### src/rtl/fetch_unit.sv
// Instruction-fetch and PC-sequencing stage: fetches over a req/valid handshake,
// holds the instruction for execute and selects the next PC from jump/branch/zero.
module fetch_unit #(
    parameter int unsigned     PC_W     = 16,
    parameter int unsigned     INSTR_W  = 16,
    parameter logic [PC_W-1:0] RESET_PC = '0
) (
    input  logic               clk,
    input  logic               rst,
    output logic               imem_req,
    output logic [PC_W-1:0]    imem_addr,
    input  logic               imem_valid,
    input  logic [INSTR_W-1:0] imem_rdata,
    output logic [INSTR_W-1:0] instr,
    output logic [2:0]         opcode,
    output logic               instr_valid,
    input  logic               jump,
    input  logic               branch,
    input  logic               alu_zero,
    input  logic               stall,
    output logic [PC_W-1:0]    pc,
    output logic [PC_W-1:0]    pc_plus1,
    output logic [15:0]        retired_cnt
);

    typedef enum logic [1:0] {
        SFetchIdle,
        SFetch,
        SExec
    } state_e;

    state_e             state_q, state_d;
    logic [PC_W-1:0]    pc_q, pc_d;
    logic [INSTR_W-1:0] instr_q, instr_d;
    logic [15:0]        retired_q, retired_d;
    logic [PC_W-1:0]    imm_sext;
    logic [PC_W-1:0]    next_pc;

    assign pc_plus1 = pc_q + PC_W'(1);
    assign imm_sext = {{(PC_W-7){instr_q[6]}}, instr_q[6:0]};

    // Jump keeps the region bits of pc_plus1; jump wins over branch.
    always_comb begin
        next_pc = pc_plus1;
        if (jump) begin
            next_pc = {pc_plus1[PC_W-1:13], instr_q[12:0]};
        end else if (branch && alu_zero) begin
            next_pc = pc_plus1 + imm_sext;
        end
    end

    always_comb begin
        state_d     = state_q;
        pc_d        = pc_q;
        instr_d     = instr_q;
        retired_d   = retired_q;
        imem_req    = 1'b0;
        instr_valid = 1'b0;
        unique case (state_q)
            SFetchIdle: begin
                state_d = SFetch;
            end
            SFetch: begin
                imem_req = 1'b1;
                if (imem_valid) begin
                    instr_d = imem_rdata;
                    state_d = SExec;
                end
            end
            SExec: begin
                instr_valid = 1'b1;
                if (!stall) begin
                    pc_d      = next_pc;
                    retired_d = retired_q + 16'd1;
                    state_d   = SFetch;
                end
            end
            default: begin
                state_d = SFetchIdle;
            end
        endcase
    end

    always_ff @(posedge clk) begin
        if (!rst) begin
            state_q   <= SFetchIdle;
            pc_q      <= RESET_PC;
            instr_q   <= '0;
            retired_q <= '0;
        end else begin
            state_q   <= state_d;
            pc_q      <= pc_d;
            instr_q   <= instr_d;
            retired_q <= retired_d;
        end
    end

    assign imem_addr   = pc_q;
    assign instr       = instr_q;
    assign opcode      = instr_q[INSTR_W-1 -: 3];
    assign pc          = pc_q;
    assign retired_cnt = retired_q;

endmodule

### config.mk
export PLATFORM = sky130hd
export DESIGN_NAME = fetch_unit
export DESIGN_NICKNAME = d
export VERILOG_FILES = /design/src/rtl/fetch_unit.sv
export SDC_FILE = /design/constraint.sdc
export NUM_CORES = 1
export LEC_CHECK = 0
export ABC_AREA = 1
export CAP_MARGIN = 20
export CORE_UTILIZATION = 35
export DETAILED_ROUTE_END_ITERATION = 12
export PLACE_DENSITY_LB_ADDON = 0.05
export SLEW_MARGIN = 40
export SYNTH_ARGS = -nofsm -noshare
export SYNTH_HDL_FRONTEND = slang
export SYNTH_SLANG_ARGS = --single-unit
### constraint.sdc
create_clock -name clk -period 4.2 [get_ports clk]
set_input_delay 1.05 -clock clk [delete_from_list [all_inputs] [get_ports clk]]
set_output_delay 1.05 -clock clk [all_outputs]
set_load 0.01 [all_outputs]
==> results of run 1 <==
flip-flops by register name (all words and copies together), names as in the netlist:
signal,count
state_q,2
instr,16
imem_addr,16
retired_cnt,16
cells in the final DEF (no fill, tap or decap), types with 6 or more instances in the layout:
master / count
nand2_1: 138
clkdlybuf4s50_1: 107
inv_1: 76
a21oi_1: 60
dfxtp_1: 50
nand3_1: 45
nor2_1: 36
o21ai_0: 25
ha_1: 22
nor3_1: 11
xor2_1: 9
nand4_1: 6
clkbuf_8: 6
through the flow:
step / hold WS, ns / cell area [um^2]
after floorplan: 0.488 / 3730
after global placement: 0.467 / 4790
after detailed placement: 0.471 / 4790
after CTS: 0.488 / 4930
after global routing: 0.511 / 4930
final: 0.484 / 4930
power breakdown:
part | switching (mW) | internal (mW) | total [mW]
clock | 0.167 | 0.254 | 0.421
combinational | 0.0985 | 0.0867 | 0.185
sequential | 0.0203 | 0.487 | 0.507
logic make-up after synthesis:
| group | Yosys count |
|---|---|
| adder cells (fa/ha/maj) | 23 |
| AO/OA/AOI/OAI | 112 |
| buffers and inverters | 112 |
| XOR/XNOR | 14 |
| flip-flops | 50 |
| AND/OR/NAND/NOR | 260 |
metal layers:
| metal | part of all wire | track usage | routed length [um] |
|---|---|---|---|
| met4 | 0.011 | 0.0543 | 121 |
| met1 | 0.46 | 0.278 | 5290 |
| met5 | 0 | 0 | 0 |
| met3 | 0.057 | 0.0414 | 645 |
| met2 | 0.47 | 0.347 | 5340 |
worst max-delay path, delay by kind of cell (launching register included):
kind          cells  cell delay [ns]
buf+inv           3             0.79
simple gates      4             0.49
flops             1             0.48
xor+xnor          1             0.25
Yosys cell counts, types with 2 or more instances:
library cell and n:
nand2_1 138, inv_1 76, a21oi_1 60, dfxtp_1 50
nand3_1 45, nor2_1 36, o21ai_0 25, ha_1 22
buf_4 19, clkbuf_1 11, nor3_1 11, xor2_1 9
nand4_1 6, a21oi_2 4, buf_2 4, nand2_2 4
nor2_2 4, o21ai_1 4, o21bai_1 4, xnor2_1 4
nand3b_1 3, nor2_4 3, o211ai_1 3, o22ai_1 3
a21o_1 2, a31oi_1 2, inv_2 2, nand3_2 2
nor3b_1 2, o221ai_1 2
area by class of cell:
cell class	count	area (um^2)
fillers	1075	5400
multi-input cells	409	2240
repair buffers	109	1090
flip-flops and latches	50	1000
inverters	78	293
well taps	136	170
clock buffers	6	82.6
clock inverters	2	60.1
how the worst max path moves through the flow:
stage	end	slack [ns]	start
2_1_floorplan	imem_addr[13]	1.76	imem_addr[1]
5_1_grt	pc_plus1[13]	0.62	imem_addr[0]
3_3_place_gp	pc_plus1[13]	1.13	imem_addr[6]
3_5_place_dp	pc_plus1[13]	1.16	imem_addr[0]
4_1_cts	pc_plus1[12]	0.81	imem_addr[1]
6_report	pc_plus1[13]	0.83	imem_addr[0]
==> impl_table.tex, run 1 <==
\begin{tabular}{lr}
\hline
Metric & Value \\
\hline
\multicolumn{2}{l}{\textbf{Global routing}} \\
Maximum number of pins on one net before global-route repair & 26 \\
Overall overflow remaining after global route & 0 \\
Initial antenna violation count & 0 \\
Vias in the first global route & 3,654 \\
Global-route usage over all layers & 0.210 \\
Wire length of the first global-routing pass & 18,500 um \\
\multicolumn{2}{l}{\textbf{Floorplanning}} \\
Starting density of the core & 0.362 \\
Area of the die & 11,100 um\^{}2 \\
Standard-cell rows & 37 \\
Die Height & 105 um \\
Count of pins on the block boundary & 108 \\
Die span in x & 105 um \\
Core ar. & 10,300 um\^{}2 \\
\multicolumn{2}{l}{\textbf{Place}} \\
Worst slack, placed & 1.16 ns \\
Weighted congestion reported at the end of routability-driven placement & 0.861 \\
Final HPWL from detailed placement & 8860 um \\
Port bufs & 107 \\
Count of placed standard cells including taps & 782 \\
\multicolumn{2}{l}{\textbf{Finish}} \\
Antenna diodes & 0 \\
Number of non-filler instances in the completed layout & 790 \\
Layout cells sized above 1 & 0.0550 \\
Share of the core filled with cells in the final layout & 0.477 \\
Number of nets in the layout & 699 \\
Area overhead of the layout relative to synthesis & 32.0\% \\
\multicolumn{2}{l}{\textbf{Synth}} \\
Summed instance area of the synthesized netlist & 3730 um\^{}2 \\
Number of nets produced by synthesis & 617 \\
Adder-cell share of the synthesized area & 0.0791 \\
Post-synthesis sequential area ratio & 0.268 \\
Post-synthesis share of cell area spent on and, or, nand and nor gates & 0.319 \\
Yosys top cell by area & dfxtp\_1 \\
Share of the synthesized area in compound gates (AO/OA/AOI/OAI) & 0.166 \\
Ys async rst share & 0 \\
Warnings from Yosys & 0 \\
Avg Synthesized Cell Area & 6.54 um\^{}2 \\
Share of Yosys cell area claimed by the top area cell type & 0.268 \\
Largest family of logic cells by synthesized area & simple AND/OR/NAND/NOR gates \\
Xor and xnor fraction of the mapped netlist area & 0.0349 \\
Mux share of post-synthesis cell area & 0 \\
Top cells by area in the synthesized netlist & dfxtp\_1 27\%, nand2\_1 14\%, a21oi\_1 8.0\% \\
Post-synth cell types & 41 \\
Post-synthesis cell count & 571 \\
Synthesis-stage register bit count & 50 \\
Number of flops mapped to enable cells by yosys & 0 \\
Top\_reg\_cell synth & dfxtp\_1 \\
\multicolumn{2}{l}{\textbf{Critical path}} \\
Delay contributed by the slowest stage of the critical path & 0.49 ns \\
Cell with the largest stage delay on the worst path & clkdlybuf4s50\_1 \\
Arrival time at the worst endpoint & 2.32 ns \\
R2r setup slk & 1.32 ns \\
Depth of the worst register-to-register path & 17 \\
Worst setup path class & flip-flop to output port \\
Worst r2r dst & imem\_addr[15] \\
Cell chain of the critical path & inv\_1 > nor2\_1 > nand2\_2 > nor2\_2 > nand2\_1 > xor2\_1 > inv\_1 > clkdlybuf4s50\_1 \\
Most frequent cell on the critical path & inv\_1 \\
Worst setup SP type & flip-flop \\
Sort of element at the end of the critical path & output port \\
Reg-to-reg critical path startpoint & imem\_addr[1] \\
Required time at the worst-slack endpoint & 3.15 ns \\
Max FO, Critical Path & 7 \\
\multicolumn{2}{l}{\textbf{STA}} \\
Final setup fails & 0 \\
Transition time at the pin with the least slew margin & 0.742 ns \\
Post-route fraction of the period consumed by the critical path & 0.802 \\
Final WS setup & 0.833 ns \\
Clk\_skew & 0.00465 ns \\
Final Hold Viols & 0 \\
Pins over their slew limit & 0 \\
Maximum clock rate & 297 MHz \\
Worst slew margin relative to its limit & 0.505 \\
Accumulated negative setup slack & 0 ns \\
Unrepaired setup endpoints after global routing & no \\
Tmin final & 3.37 ns \\
\multicolumn{2}{l}{\textbf{Route}} \\
Average wire per standard cell & 14.4 um \\
Number of vias per cell & 4.88 \\
Number of violations reported at the end of detailed-routing iteration 0 & 183 \\
Vias post-DR & 3,852 \\
Aggregate routed wire length & 11,400 um \\
DRC Markers & 0 \\
Final antenna-violating net count & 0 \\
Number of detailed-routing iterations run before antenna repair & 4 \\
\multicolumn{2}{l}{\textbf{Pwr}} \\
Power density of the placed cells & 226 nW/um\^{}2 \\
VDD IR max & 0.173 mV \\
Pwr Total & 1.11 mW \\
Leakage power & 2.10 nW \\
\multicolumn{2}{l}{\textbf{Min path}} \\
Worst Min Path Start & instr[13] \\
Path category of the worst min-delay check & flip-flop to flip-flop \\
Worst hold path depth & 2 \\
Hold worst-path end & instr[13] \\
\multicolumn{2}{l}{\textbf{Clocking}} \\
Sink Count & 50 \\
Clk Latency, worst-skew pair & 0.30 ns \\
Level count of the clock H-tree & 2 \\
CTS clock-pin slew for the worst setup and hold paths & 0.10 ns \\
Resized cells post-CTS & 0 \\
Inserted Clock Buffers & 5 \\
Number of buffers inserted by hold repair at cts & 0 \\
Worst-case clock buffer depth & 2 \\
Library cell used as clock root buffer & clkbuf\_8 \\
Buffers inserted by post-CTS timing repair & 0 \\
TritonCTS clock tree & built \\
\multicolumn{2}{l}{\textbf{Job}} \\
Max-cap violation count & 0 \\
\multicolumn{2}{l}{\textbf{Run status}} \\
Outcome & finished, final reports clean \\
\hline
\end{tabular}
Power figures use the tool's default switching activity.
==> inputs of run 2 (changes only) <==
==> constraint.sdc (replaced) <==
create_clock -name clk -period 3.5 [get_ports clk]
set_input_delay 0.875 -clock clk [delete_from_list [all_inputs] [get_ports clk]]
set_output_delay 0.875 -clock clk [all_outputs]
set_load 0.01 [all_outputs]
==> impl_table.tex, run 2 (synthesis gave the netlist of run 1 again) <==
\begin{tabular}{lr}
\hline
Metric & Value \\
\hline
\multicolumn{2}{l}{\textbf{Run status}} \\
Outcome & finished, final reports clean \\
\multicolumn{2}{l}{\textbf{Min path}} \\
Path category of the worst min-delay check & flip-flop to flip-flop \\
\multicolumn{2}{l}{\textbf{Finish}} \\
Most frequent standard cell in the layout excluding fill and tap cells & nand2\_1 \\
Share of the core filled with cells in the final layout & 0.477 (-0.000606) \\
Layout cells sized above 1 & 0.0621 (+0.00708) \\
Area overhead of the layout relative to synthesis & 31.8\% \\
Commonest cells after routing, fill and taps aside & 138 x nand2\_1, 107 x clkdlybuf4s50\_1, 76 x inv\_1 \\
Number of nets in the layout & 705 (+0.86\%) \\
Antenna diodes & 0 (unchanged) \\
\multicolumn{2}{l}{\textbf{STA}} \\
Final worst hold slack & 0.481 ns (-0.00270 ns) \\
Worst slew margin relative to its limit & 0.516 (+0.0115) \\
Post-route fraction of the period consumed by the critical path & 0.880 \\
Transition time at the pin with the least slew margin & 0.724 ns (-0.0181 ns) \\
Clk\_skew & 0.00651 ns (+0.00186 ns) \\
Unrepaired setup endpoints after global routing & no \\
Accumulated negative setup slack & 0 ns (unchanged) \\
Pins over their slew limit & 0 (unchanged) \\
Final Hold Viols & 0 (unchanged) \\
Final setup fails & 0 (unchanged) \\
Maximum clock rate & 325 MHz \\
Tmin final & 3.08 ns \\
\multicolumn{2}{l}{\textbf{Floorplanning}} \\
Standard-cell rows & 37 (unchanged) \\
Die Height & 105 um (unchanged) \\
Starting density of the core & 0.362 (unchanged) \\
Area of the die & 11,100 um\^{}2 (unchanged) \\
Core ar. & 10,300 um\^{}2 (unchanged) \\
Die span in x & 105 um (unchanged) \\
Count of pins on the block boundary & 108 (unchanged) \\
\multicolumn{2}{l}{\textbf{Clocking}} \\
Library cell used as clock root buffer & clkbuf\_8 \\
Worst-case clock buffer depth & 2 (unchanged) \\
CTS clock-pin slew for the worst setup and hold paths & 0.09 ns (about the same) \\
Sink Count & 50 (unchanged) \\
Inserted Clock Buffers & 5 (unchanged) \\
Number of buffers inserted by hold repair at cts & 0 (unchanged) \\
Buffers inserted by post-CTS timing repair & 0 (unchanged) \\
Clk Latency, worst-skew pair & 0.30 ns (about the same) \\
Resized cells post-CTS & 0 (unchanged) \\
Level count of the clock H-tree & 2 (unchanged) \\
TritonCTS clock tree & built \\
\multicolumn{2}{l}{\textbf{Place}} \\
Weighted congestion reported at the end of routability-driven placement & 0.868 (+0.85\%) \\
Port bufs & 107 (unchanged) \\
Final HPWL from detailed placement & 8770 um (-0.96\%) \\
\multicolumn{2}{l}{\textbf{Global routing}} \\
Global-route usage over all layers & 0.205 (-0.00444) \\
Wire length of the first global-routing pass & 18,200 um (-1.5\%) \\
Overall overflow remaining after global route & 0 (unchanged) \\
Maximum number of pins on one net before global-route repair & 30 (+15\%) \\
Initial antenna violation count & 0 (unchanged) \\
Vias in the first global route & 3,638 (-0.44\%) \\
\multicolumn{2}{l}{\textbf{Route}} \\
Number of violations reported at the end of detailed-routing iteration 0 & 152 (-17\%) \\
DRC Markers & 0 (unchanged) \\
Average wire per standard cell & 14.0 um (-2.8\%) \\
Number of detailed-routing iterations run before antenna repair & 4 (unchanged) \\
Final antenna-violating net count & 0 (unchanged) \\
Number of vias per cell & 4.89 (+0.35\%) \\
Aggregate routed wire length & 11,200 um (-2.0\%) \\
Vias post-DR & 3,895 (+1.1\%) \\
\multicolumn{2}{l}{\textbf{Pwr}} \\
Leakage power & 2.11 nW (+0.30\%) \\
Power density of the placed cells & 240 nW/um\^{}2 (+6.4\%) \\
VDD IR max & 0.141 mV (-18\%) \\
\multicolumn{2}{l}{\textbf{Critical path}} \\
Worst setup path class & flip-flop to output port \\
Required time at the worst-slack endpoint & 2.62 ns (-0.53 ns) \\
Arrival time at the worst endpoint & 2.20 ns (-0.12 ns) \\
Worst setup SP type & flip-flop \\
Sort of element at the end of the critical path & output port \\
Max FO, Critical Path & 6 (-1) \\
\multicolumn{2}{l}{\textbf{Job}} \\
Max-cap violation count & 0 (unchanged) \\
\hline
\end{tabular}
==> run 2: cell types whose count changed in the layout (fill, tap and decap cells not counted), sizes merged <==
cell | previous run | this run
buf | 2 | 8
bufinv | 2 | 0
clkinv | 0 | 1
clkbuf | 6 | 7
==> run 2: metal layers <==
layer,vias up,part of all wire,track usage
li1,2017,-,-
met1,1761,0.47,0.269
met2,105,0.46,0.347
met3,12,0.058,0.0390
met4,0,0.013,0.0483
met5,-,0,0
==> run 2: report_power, final <==
part	internal, mW	total [mW]	switching, mW
clock network	0.160	0.348	0.188
registers	0.584	0.607	0.0222
logic	0.108	0.229	0.121
==> run 2: final timing paths <==
path | from | end | slack, ns | cells past startpoint
hold reg to reg | instr[10] | instr[10] | 0.48 | 2
setup / recovery | imem_addr[3] | pc_plus1[13] | 0.42 | 8
hold / removal | instr[10] | instr[10] | 0.48 | 2
setup reg to reg | imem_addr[0] | imem_addr[11] | 0.78 | 15
==> run 2: area by class of cell <==
type	count	area, um^2
inverters	78	293
clock buffers	7	86.3
repair buffers	115	1130
fillers	1082	5400
flip-flops and latches	50	1000
clock inverters	1	5.00
multi-input cells	409	2240
well taps	136	170
==> run 2: worst max-delay path: stages, from the launching register on <==
cell	delay [ns]
dfxtp_1	0.47
nand2_1	0.14
nor2_1	0.15
nand2_2	0.12
nor2_2	0.13
nand2_1	0.08
xor2_1	0.16
inv_1	0.12
clkdlybuf4s50_1	0.54
==> run 2: per-stage QoR <==
stage	std cells	area (um^2)	setup WS [ns]	power, mW
after floorplan	571	3730	1.06	0.740
after global routing	796	4920	0.255	1.25
after detailed placement	788	4830	0.729	0.849
final	796	4920	0.421	1.18
after CTS	796	4920	0.388	1.20
after global placement	788	4830	0.766	0.847
